===== src/rtl/matmul_pkg.sv =====
// matmul_pkg: shared FSM state type and derived-width helpers for the matrix-multiply engine
package matmul_pkg;

    typedef enum logic [2:0] {IDLE, CLEAR, MAC, STORE, STREAM, DONE} state_t;

    function automatic int aw_of(input int n);
        return $clog2(n * n);
    endfunction

    function automatic int rw_of(input int n, input int dw);
        return 2 * dw + $clog2(n);
    endfunction

endpackage


===== src/rtl/matmul_if.sv =====
// matmul_if: load, control, result-stream and random-read signals of the matmul engine
interface matmul_if import matmul_pkg::*; #(
    parameter int N  = 4,
    parameter int DW = 8
) ();

    localparam int AW = aw_of(N);
    localparam int RW = rw_of(N, DW);

    logic          ld_en;
    logic          ld_sel;
    logic [AW-1:0] ld_addr;
    logic [DW-1:0] ld_data;
    logic          start;
    logic          busy;
    logic          done;
    logic          res_valid;
    logic          res_ready;
    logic [RW-1:0] res_data;
    logic [AW-1:0] res_idx;
    logic [AW-1:0] rd_addr;
    logic [RW-1:0] rd_data;

    modport master (
        output ld_en, ld_sel, ld_addr, ld_data, start, res_ready, rd_addr,
        input  busy, done, res_valid, res_data, res_idx, rd_data
    );

    modport slave (
        input  ld_en, ld_sel, ld_addr, ld_data, start, res_ready, rd_addr,
        output busy, done, res_valid, res_data, res_idx, rd_data
    );

endinterface


===== src/rtl/mac_unit.sv =====
// mac_unit: registered multiply-accumulate with synchronous clear
module mac_unit #(
    parameter int DW = 8,
    parameter int RW = 18
) (
    input  logic          clk,
    input  logic          rst_n,
    input  logic          clr,
    input  logic          en,
    input  logic [DW-1:0] a,
    input  logic [DW-1:0] b,
    output logic [RW-1:0] acc
);

    // accumulate zero-extended products; RW is wide enough that this never wraps
    always_ff @(posedge clk) begin
        if (!rst_n || clr)
            acc <= '0;
        else if (en)
            acc <= acc + RW'(a) * RW'(b);
    end

endmodule


===== src/rtl/matmul_engine.sv =====
// matmul_engine: NxN unsigned matrix multiply C = A x B with stream and random-read result ports
module matmul_engine import matmul_pkg::*; #(
    parameter int N  = 4,
    parameter int DW = 8
) (
    input logic     CLOCK_50,
    input logic     KEY0,
    matmul_if.slave bus
);

    localparam int AW = aw_of(N);
    localparam int RW = rw_of(N, DW);
    localparam int IW = $clog2(N);
    localparam int KW = $clog2(N + 1);
    localparam logic [KW-1:0] K_END    = KW'(N);
    localparam logic [IW-1:0] LAST_IJ  = IW'(N - 1);
    localparam logic [AW-1:0] LAST_IDX = AW'(N * N - 1);
    localparam logic [AW-1:0] N_A      = AW'(N);

    state_t        state, state_nx;
    logic [IW-1:0] i, j;
    logic [KW-1:0] k, kk;
    logic [DW-1:0] a_mem [N*N];
    logic [DW-1:0] b_mem [N*N];
    logic [RW-1:0] c_mem [N*N];
    logic [DW-1:0] a_q, b_q;
    logic [RW-1:0] acc;
    logic [AW-1:0] a_addr, b_addr, c_addr, s_addr;
    logic          idle_like, last_beat, s_load;

    // k runs one ahead of the product being accumulated because operand reads are registered;
    // once it reaches N the read address is parked at 0 to stay in range
    assign kk        = (k == K_END) ? '0 : k;
    assign a_addr    = AW'(i) * N_A + AW'(kk);
    assign b_addr    = AW'(kk) * N_A + AW'(j);
    assign c_addr    = AW'(i) * N_A + AW'(j);
    assign idle_like = state == IDLE || state == DONE;
    assign last_beat = bus.res_valid && bus.res_ready && bus.res_idx == LAST_IDX;
    assign s_load    = state == STREAM && (!bus.res_valid || (bus.res_ready && bus.res_idx != LAST_IDX));
    assign s_addr    = bus.res_valid ? bus.res_idx + 1'b1 : '0;
    assign bus.busy  = !idle_like;
    assign bus.done  = state == DONE;

    mac_unit #(.DW(DW), .RW(RW)) u_mac (
        .clk   (CLOCK_50),
        .rst_n (KEY0),
        .clr   (state == CLEAR),
        .en    (state == MAC),
        .a     (a_q),
        .b     (b_q),
        .acc   (acc)
    );

    // state register
    always_ff @(posedge CLOCK_50) begin
        state <= !KEY0 ? IDLE : state_nx;
    end

    // next-state: CLEAR, N MAC cycles and STORE per element, then stream all of C
    always_comb begin
        state_nx = state;
        unique case (state)
            IDLE, DONE: state_nx = bus.start ? CLEAR : state;
            CLEAR:      state_nx = MAC;
            MAC:        state_nx = (k == K_END) ? STORE : MAC;
            STORE:      state_nx = (i == LAST_IJ && j == LAST_IJ) ? STREAM : CLEAR;
            STREAM:     state_nx = last_beat ? DONE : STREAM;
            default:    state_nx = IDLE;
        endcase
    end

    // i/j walk C row-major; k indexes the inner product
    always_ff @(posedge CLOCK_50) begin
        if (!KEY0 || (bus.start && idle_like)) begin
            i <= '0;
            j <= '0;
            k <= '0;
        end else if (state == CLEAR || state == MAC) begin
            k <= (k == K_END) ? k : k + 1'b1;
        end else if (state == STORE) begin
            k <= '0;
            j <= (j == LAST_IJ) ? '0 : j + 1'b1;
            i <= (j != LAST_IJ) ? i : (i == LAST_IJ) ? '0 : i + 1'b1;
        end
    end

    // operand writes, only while no computation is in flight
    always_ff @(posedge CLOCK_50) begin
        if (bus.ld_en && idle_like && !bus.ld_sel)
            a_mem[bus.ld_addr] <= bus.ld_data;
    end

    // operand writes, only while no computation is in flight
    always_ff @(posedge CLOCK_50) begin
        if (bus.ld_en && idle_like && bus.ld_sel)
            b_mem[bus.ld_addr] <= bus.ld_data;
    end

    // registered operand reads feeding the MAC
    always_ff @(posedge CLOCK_50) begin
        a_q <= a_mem[a_addr];
        b_q <= b_mem[b_addr];
    end

    // commit finished dot product
    always_ff @(posedge CLOCK_50) begin
        if (state == STORE)
            c_mem[c_addr] <= acc;
    end

    // random-access read of C, live in every state
    always_ff @(posedge CLOCK_50) begin
        bus.rd_data <= !KEY0 ? '0 : c_mem[bus.rd_addr];
    end

    // result stream: prime element 0, then advance on each accepted beat, hold under backpressure
    always_ff @(posedge CLOCK_50) begin
        if (!KEY0) begin
            bus.res_valid <= 1'b0;
            bus.res_data  <= '0;
            bus.res_idx   <= '0;
        end else if (s_load) begin
            bus.res_valid <= 1'b1;
            bus.res_data  <= c_mem[s_addr];
            bus.res_idx   <= s_addr;
        end else if (last_beat) begin
            bus.res_valid <= 1'b0;
        end
    end

endmodule


===== src/flat_wrapper.sv =====
// flat-port wrapper written by rule: the top's interface ports become plain ports
module matmul_engine_flat import matmul_pkg::*;
#(
    parameter int N  = 4,
    parameter int DW = 8
)
  (CLOCK_50, KEY0, bus_ld_en, bus_ld_sel, bus_ld_addr, bus_ld_data, bus_start, bus_res_ready, bus_rd_addr, bus_busy, bus_done, bus_res_valid, bus_res_data, bus_res_idx, bus_rd_data);
  matmul_if #(.N(N), .DW(DW)) bus_i ();
  input logic CLOCK_50;
  input logic KEY0;
  input wire logic [$bits(bus_i.ld_en)-1:0] bus_ld_en;
  input wire logic [$bits(bus_i.ld_sel)-1:0] bus_ld_sel;
  input wire logic [$bits(bus_i.ld_addr)-1:0] bus_ld_addr;
  input wire logic [$bits(bus_i.ld_data)-1:0] bus_ld_data;
  input wire logic [$bits(bus_i.start)-1:0] bus_start;
  input wire logic [$bits(bus_i.res_ready)-1:0] bus_res_ready;
  input wire logic [$bits(bus_i.rd_addr)-1:0] bus_rd_addr;
  output wire logic [$bits(bus_i.busy)-1:0] bus_busy;
  output wire logic [$bits(bus_i.done)-1:0] bus_done;
  output wire logic [$bits(bus_i.res_valid)-1:0] bus_res_valid;
  output wire logic [$bits(bus_i.res_data)-1:0] bus_res_data;
  output wire logic [$bits(bus_i.res_idx)-1:0] bus_res_idx;
  output wire logic [$bits(bus_i.rd_data)-1:0] bus_rd_data;
  assign bus_i.ld_en = bus_ld_en;
  assign bus_i.ld_sel = bus_ld_sel;
  assign bus_i.ld_addr = bus_ld_addr;
  assign bus_i.ld_data = bus_ld_data;
  assign bus_i.start = bus_start;
  assign bus_i.res_ready = bus_res_ready;
  assign bus_i.rd_addr = bus_rd_addr;
  assign bus_busy = bus_i.busy;
  assign bus_done = bus_i.done;
  assign bus_res_valid = bus_i.res_valid;
  assign bus_res_data = bus_i.res_data;
  assign bus_res_idx = bus_i.res_idx;
  assign bus_rd_data = bus_i.rd_data;
  matmul_engine #(.N(N), .DW(DW)) u_core (.CLOCK_50(CLOCK_50), .KEY0(KEY0), .bus(bus_i));
endmodule

===== config.mk =====
export PLATFORM = sky130hd
export DESIGN_NAME = matmul_engine_flat
export DESIGN_NICKNAME = d
export VERILOG_FILES = /design/src/rtl/matmul_pkg.sv /design/src/rtl/matmul_if.sv /design/src/rtl/mac_unit.sv /design/src/rtl/matmul_engine.sv /design/src/flat_wrapper.sv
export SDC_FILE = /design/constraint.sdc
export NUM_CORES = 1
export LEC_CHECK = 0
export BUFFER_PORTS_ARGS = -buffer_cell sky130_fd_sc_hd__clkbuf_2
export CAP_MARGIN = 10
export CELL_PAD_IN_SITES_DETAIL_PLACEMENT = 1
export CELL_PAD_IN_SITES_GLOBAL_PLACEMENT = 1
export CORE_ASPECT_RATIO = 1.75
export CORE_MARGIN = 3
export CORE_UTILIZATION = 54
export DETAILED_ROUTE_END_ITERATION = 10
export GPL_TIMING_DRIVEN = 0
export PLACE_DENSITY = 0.88
export SLEW_MARGIN = 5
export SYNTH_ARGS = -nofsm -noshare
export SYNTH_HDL_FRONTEND = slang
export SYNTH_HIERARCHICAL = 1
export SYNTH_SLANG_ARGS = --single-unit
export TNS_END_PERCENT = 5

===== constraint.sdc =====
create_clock -name CLOCK_50 -period 5.9 [get_ports CLOCK_50]
set_input_delay 0.295 -clock CLOCK_50 [delete_from_list [all_inputs] [get_ports CLOCK_50]]
set_output_delay 0.295 -clock CLOCK_50 [all_outputs]
set_load 0.02 [all_outputs]

# After elaboration in Yosys (flattened, before gate mapping)
# Memory sizes are Yosys's and may differ from the RTL's. A register that Yosys moved wholly into a read port is not among the register bits.
# Index checks and enable logic that the tools add are counted.
# Widths: inputs -> output; s select.
[totals]
output_inout_bits = 43
memories = 3
register_bits = 33
input_bits = 22
latch_bits = 0
romBits = 0
elab_cells = 81
ram_bits = 544
[memory_table]
columns = ["memory", "words", "word_bits", "read_ports", "rd_clocked_by_memory_dff", "wr", "line_no", "text"]
rows = [
  ["u_core.c_mem", 16, 18, 2, 2, 1, "matmul_engine.sv:25", "logic [RW-1:0] c_mem [N*N];"],
  ["u_core.a_mem", 16, 8, 1, 1, 1, "matmul_engine.sv:23", "logic [DW-1:0] a_mem [N*N];"],
  ["u_core.b_mem", 16, 8, 1, 1, 1, "matmul_engine.sv:24", "logic [DW-1:0] b_mem [N*N];"],
]
[op_classes]
n_addsub = 8
n_eq_ne = 13
n_shift = 0
n_reduce_logical = 27
div_mod_pow = 0
mux = 20
n_mul = 1
magnitude_cmp = 0
bitwise_logic = 2
[ops]
columns = ["cell", "n"]
rows = [
  ["$add 18x16->18", 1],
  ["$mux 3", 6],
  ["$mul 8x8->16", 1],
  ["$pmux 3 s5", 1],
  ["$mux 1", 10],
  ["$eq 3x3->1 const B", 3],
  ["$logic_and 1x1->1", 9],
  ["$add 4x2->4", 2],
  ["$eq 3x2->1 const B", 2],
  ["$logic_not 1->1", 6],
  ["$ne 2x2->1 const B", 3],
  ["$logic_or 1x1->1", 5],
  ["$add 2x1->2 const B", 2],
  ["$add 4x1->4 const B", 1],
  ["$add 4x3->4", 1],
  ["$eq 2x2->1 const B", 2],
  ["$eq 4x4->1 const B", 1],
  ["$mux 2", 2],
  ["$mux 4", 1],
  ["$ne 4x4->1 const B", 1],
  ["$reduce_and 2->1", 2],
  ["$reduce_bool 2->1", 2],
  ["$add 3x1->3 const B", 1],
  ["$eq 3x1->1 const B", 1],
  ["other kinds (4)", 5],
]

# Longest topological paths before layout
[logic_depth]
ltp_word = 6
mapped_depth = 17
depth_no_buf = 16

# By module
# Netlist, hierarchy kept.
[by_module_without_submodules]
columns = ["mod", "cells_each", "area_per_inst_um2", "seq_area_each_um2", "instances"]
rows = [
  ["matmul_engine", 1602, 26207.6, 17677.0, 1],
  ["mac_unit", 389, 3288.2, 360.3, 1],
]

# Worst setup path after synthesis
# No wires, ideal clock.
[synth_path]
kind = "register to register"
from = "register u_core.u_mac.acc[4]"
to = "register u_core.u_mac.acc[17]"
path_stages_with_launch = 16
n_path_buf = 0
t_required_ns = 5.772
t_arrival_ns = 4.086
synth_period_minus_slack_ns = 4.213
slack_ns = 1.687
path_cell_list = "dfxtp_1 -> inv_1 -> fa_1 -> inv_1 -> fa_1 -> ha_1 -> inv_1 -> fa_1 -> inv_1 -> fa_1 -> a21o_1 -> and4_4 -> or2_4 -> a311o_1 -> nor3_1 -> nor3_2"
[synth_between]
elab_chain_cells = 1
[synth_rtl]
columns = ["item", "line_no", "text"]
rows = [
  ["from (decl)", "mac_unit.sv:12", "output logic [RW-1:0] acc"],
  ["from (signal assigned)", "mac_unit.sv:20", "acc <= acc + RW'(a) * RW'(b);"],
  ["$add 18x16->18", "mac_unit.sv:20", ""],
]
# Every way passes these cells.
# A chain may end at the register's enable or synchronous reset.

# Final worst setup path
[layout_path]
from = "register u_core.u_mac.acc[6]"
to = "register u_core.u_mac.acc[16]"
# The elaborated chain is that of the path after synthesis.

==> impl_metrics.yaml <==
finish:
  area_growth_pct: 10.73
  drive_above_1_share: 0.1654
  nets: 2239
  postLayoutCoreUtil: 0.6085
  final_common_cell: "edfxtp_1"
  final_cell_area_mm2: 0.03266
  diodes: 0
  layout_common_cells: "edfxtp_1, mux4_2, inv_1, nor2_1, nand2_1"
clocking:
  clock_latency_ps: 630
  clock_path_buffers: 3
  cts_tree: "done"
  cts_buffers: 54
  cts_num_sinks: 629
  cts-root-buf: "clkbuf_16"
  clk_pin_slew_ps: 70
  postCtsSetupBuffers: 0
  h-tree-depth: 2
floorplan:
  start_util: 0.5496
  die_x_um: 182.7
  rows: 112
  die_h_um: 315.2
  core_mm2: 0.05367
  dieArea_mm2: 0.05757
  io_pins: 65
grt:
  met3_usage: 0.04583
  grt_start_max_net_pins: 33
  overflow: 0
  grt_usage: 0.3206
  grt_busiest_layer: "met2"
  grt_pass1_wl_um: 136600
  met1_usage: 0.3357
  grt_pass1_vias: 21253
  grt_use_met2: 0.5884
  antenna_found_initial: 3
critical_path:
  worst_setup_path_start_kind: "flop"
  crit_path_end_kind: "flop"
  worst_ep_arrival_time_ps: 5510
  worst_ep_required_time_ps: 6400
  worstPathMaxFanout: 18
  crit_type: "reg -> reg"
placed_design:
  dpl_cell_area_mm2: 0.03074
  io_buffers: 60
  dp_hpwl_um: 65870
  gp_congestion: 0.9220
route:
  via_count: 19630
  routedWlPerCell_um: 32.37
  postRouteAntennaNets: 0
  viasPerCell: 6.905
  drtIter0Drc: 2249
  drt_wl_total_um: 92030
  dr.pass1.iters: 8
  route.detailed.drc: 0
status:
  status: "completed"
yosys:
  synth_edf_count: 544
  yosysWarnings: 6
  synthFlopType: "edfxtp_1"
  syn_area_per_cell_um2: 14.81
  ys_types: 65
  async_flop_share: 0
  synthCells: 1991
  seq_area_frac_synth: 0.6115
  ys_ff_latch: 629
  synth.cell_area_mm2: 0.02950
  syn_nets: 2115
run:
  cap_violations: 0
timing:
  max_slew_margin: 0.1056
  fin_skew_ps: 33.12
  slew_violations: 0
  worst_pin_slew_ps: 1342
  period_minus_slack_ps: 5018
  rsz0062_at_grt: "no"
  fmax_ghz: 0.1993
  setup_viol_count_final: 0
  post-route-period-util: 0.8504
  report.final.hold_viol_count: 0
  setup_tns_ps: 0
power_and_ir_drop:
  powerDensity_mw_per_mm2: 544.5
  p_leak_nw: 11.28
  peakVddDrop_uv: 724.1
  p_total_mw: 17.78
min_path:
  hold_path_class: "in -> reg"
[routing by layer]
layer / routed length, um / share of wire
met2: 49430 / 0.54
met4: 7494 / 0.081
met5: 26 / 0.00028
met3: 6172 / 0.067
met1: 28910 / 0.31
[Yosys cell counts (27+ instances only)]
cell type / count / area, um^2
ha_1: 52 / 650.6
a21oi_1: 74 / 370.4
and2_1: 64 / 400.4
clkbuf_1: 67 / 251.5
dfxtp_1: 85 / 1702
nor2b_1: 27 / 168.9
fa_1: 50 / 1001
buf_2: 39 / 195.2
edfxtp_1: 544 / 16340
inv_1: 116 / 435.4
a221oi_1: 32 / 280.3
o21ai_0: 81 / 405.4
nor2_1: 94 / 352.8
mux4_2: 123 / 2770
nand2_1: 88 / 330.3
and3_1: 33 / 206.5
mux2_1: 42 / 473.0
mux2i_1: 75 / 750.7
o221ai_1: 58 / 508.0
a22oi_1: 34 / 255.2
[logic make-up after synthesis]
family	Yosys count	synth area share
flip-flops	629	0.6115
multiplexers	245	0.1373
AND/OR/NAND/NOR	368	0.06308
adder cells (fa/ha/maj)	102	0.05599
buffers and inverters	249	0.03652
AO/OA/AOI/OAI	384	0.09141
XOR/XNOR	14	0.004157
[worst paths after layout]
kind                                end  cells after the start             startpoint  slack (ps)
setup / recovery   u_core/u_mac/acc[16]                     15    u_core/u_mac/acc[6]         880
hold / removal          u_core/state[2]                      3              bus_start          30
setup reg to reg   u_core/u_mac/acc[16]                     15    u_core/u_mac/acc[6]         880
hold reg to reg   u_core/bus.res_idx[1]                      2  u_core/bus.res_idx[1]         580
[area by class of cell]
class	count	area, um^2
clock inverter	32	370.4
inverter	117	439.2
multi-input combinational	1113	10390
tap	684	855.8
sequential	629	18040
clock buffer	68	1475
buffer	132	638.1
timing repair buffer	68	455.4
fill	4985	21010
[per-stage QoR]
step | hold slack, ps | std cells | setup WS (ps)
2_1_floorplan | 384.9 | 1991 | 1687
3_3_place_gp | 509.1 | 2735 | 1195
6_report | 34.94 | 2843 | 882.4
3_5_place_dp | 525.2 | 2739 | 1069
4_1_cts | 32.10 | 2840 | 981.2
5_1_grt | 44.25 | 2843 | 748.3
[state kept, by name, indices dropped and copies added (netlist names)]
| name | cells |
|---|---|
| u_core/a_mem | 128 |
| u_core/a_q | 8 |
| u_core/b_mem | 128 |
| u_core/b_q | 8 |
| u_core/bus.rd_data | 18 |
| u_core/bus.res_data | 18 |
| u_core/bus.res_idx | 4 |
| u_core/bus.res_valid | 1 |
| u_core/c_mem | 288 |
| u_core/i | 2 |
| u_core/j | 2 |
| u_core/k | 3 |
| u_core/state | 3 |
| u_core/u_mac/acc | 18 |
[power breakdown]
group | switching (mW) | leakage [nW] | internal [mW]
sequential | 0.300 | 5.65 | 5.07
clock | 1.65 | 0.899 | 2.09
combinational | 5.29 | 4.73 | 3.38
[worst max-delay path, stage by stage, from the launching register on]
cell and delay, ps:
dfxtp_1 770, inv_1 190, fa_1 570, inv_1 50
fa_1 510, inv_1 50, fa_1 470, fa_1 540
inv_1 40, ha_1 340, o21ai_0 190, o21ai_1 210
o21ai_2 110, o31ai_2 490, mux2i_1 250, a21oi_1 90
[what timing repair did]
item / in CTS / in global routing
gates resized for setup: 0 / 0
hold endpoints to repair: 1 / 0
hold buffers: 1 / 0
Note: power is estimated with default switching activity, not from simulation.
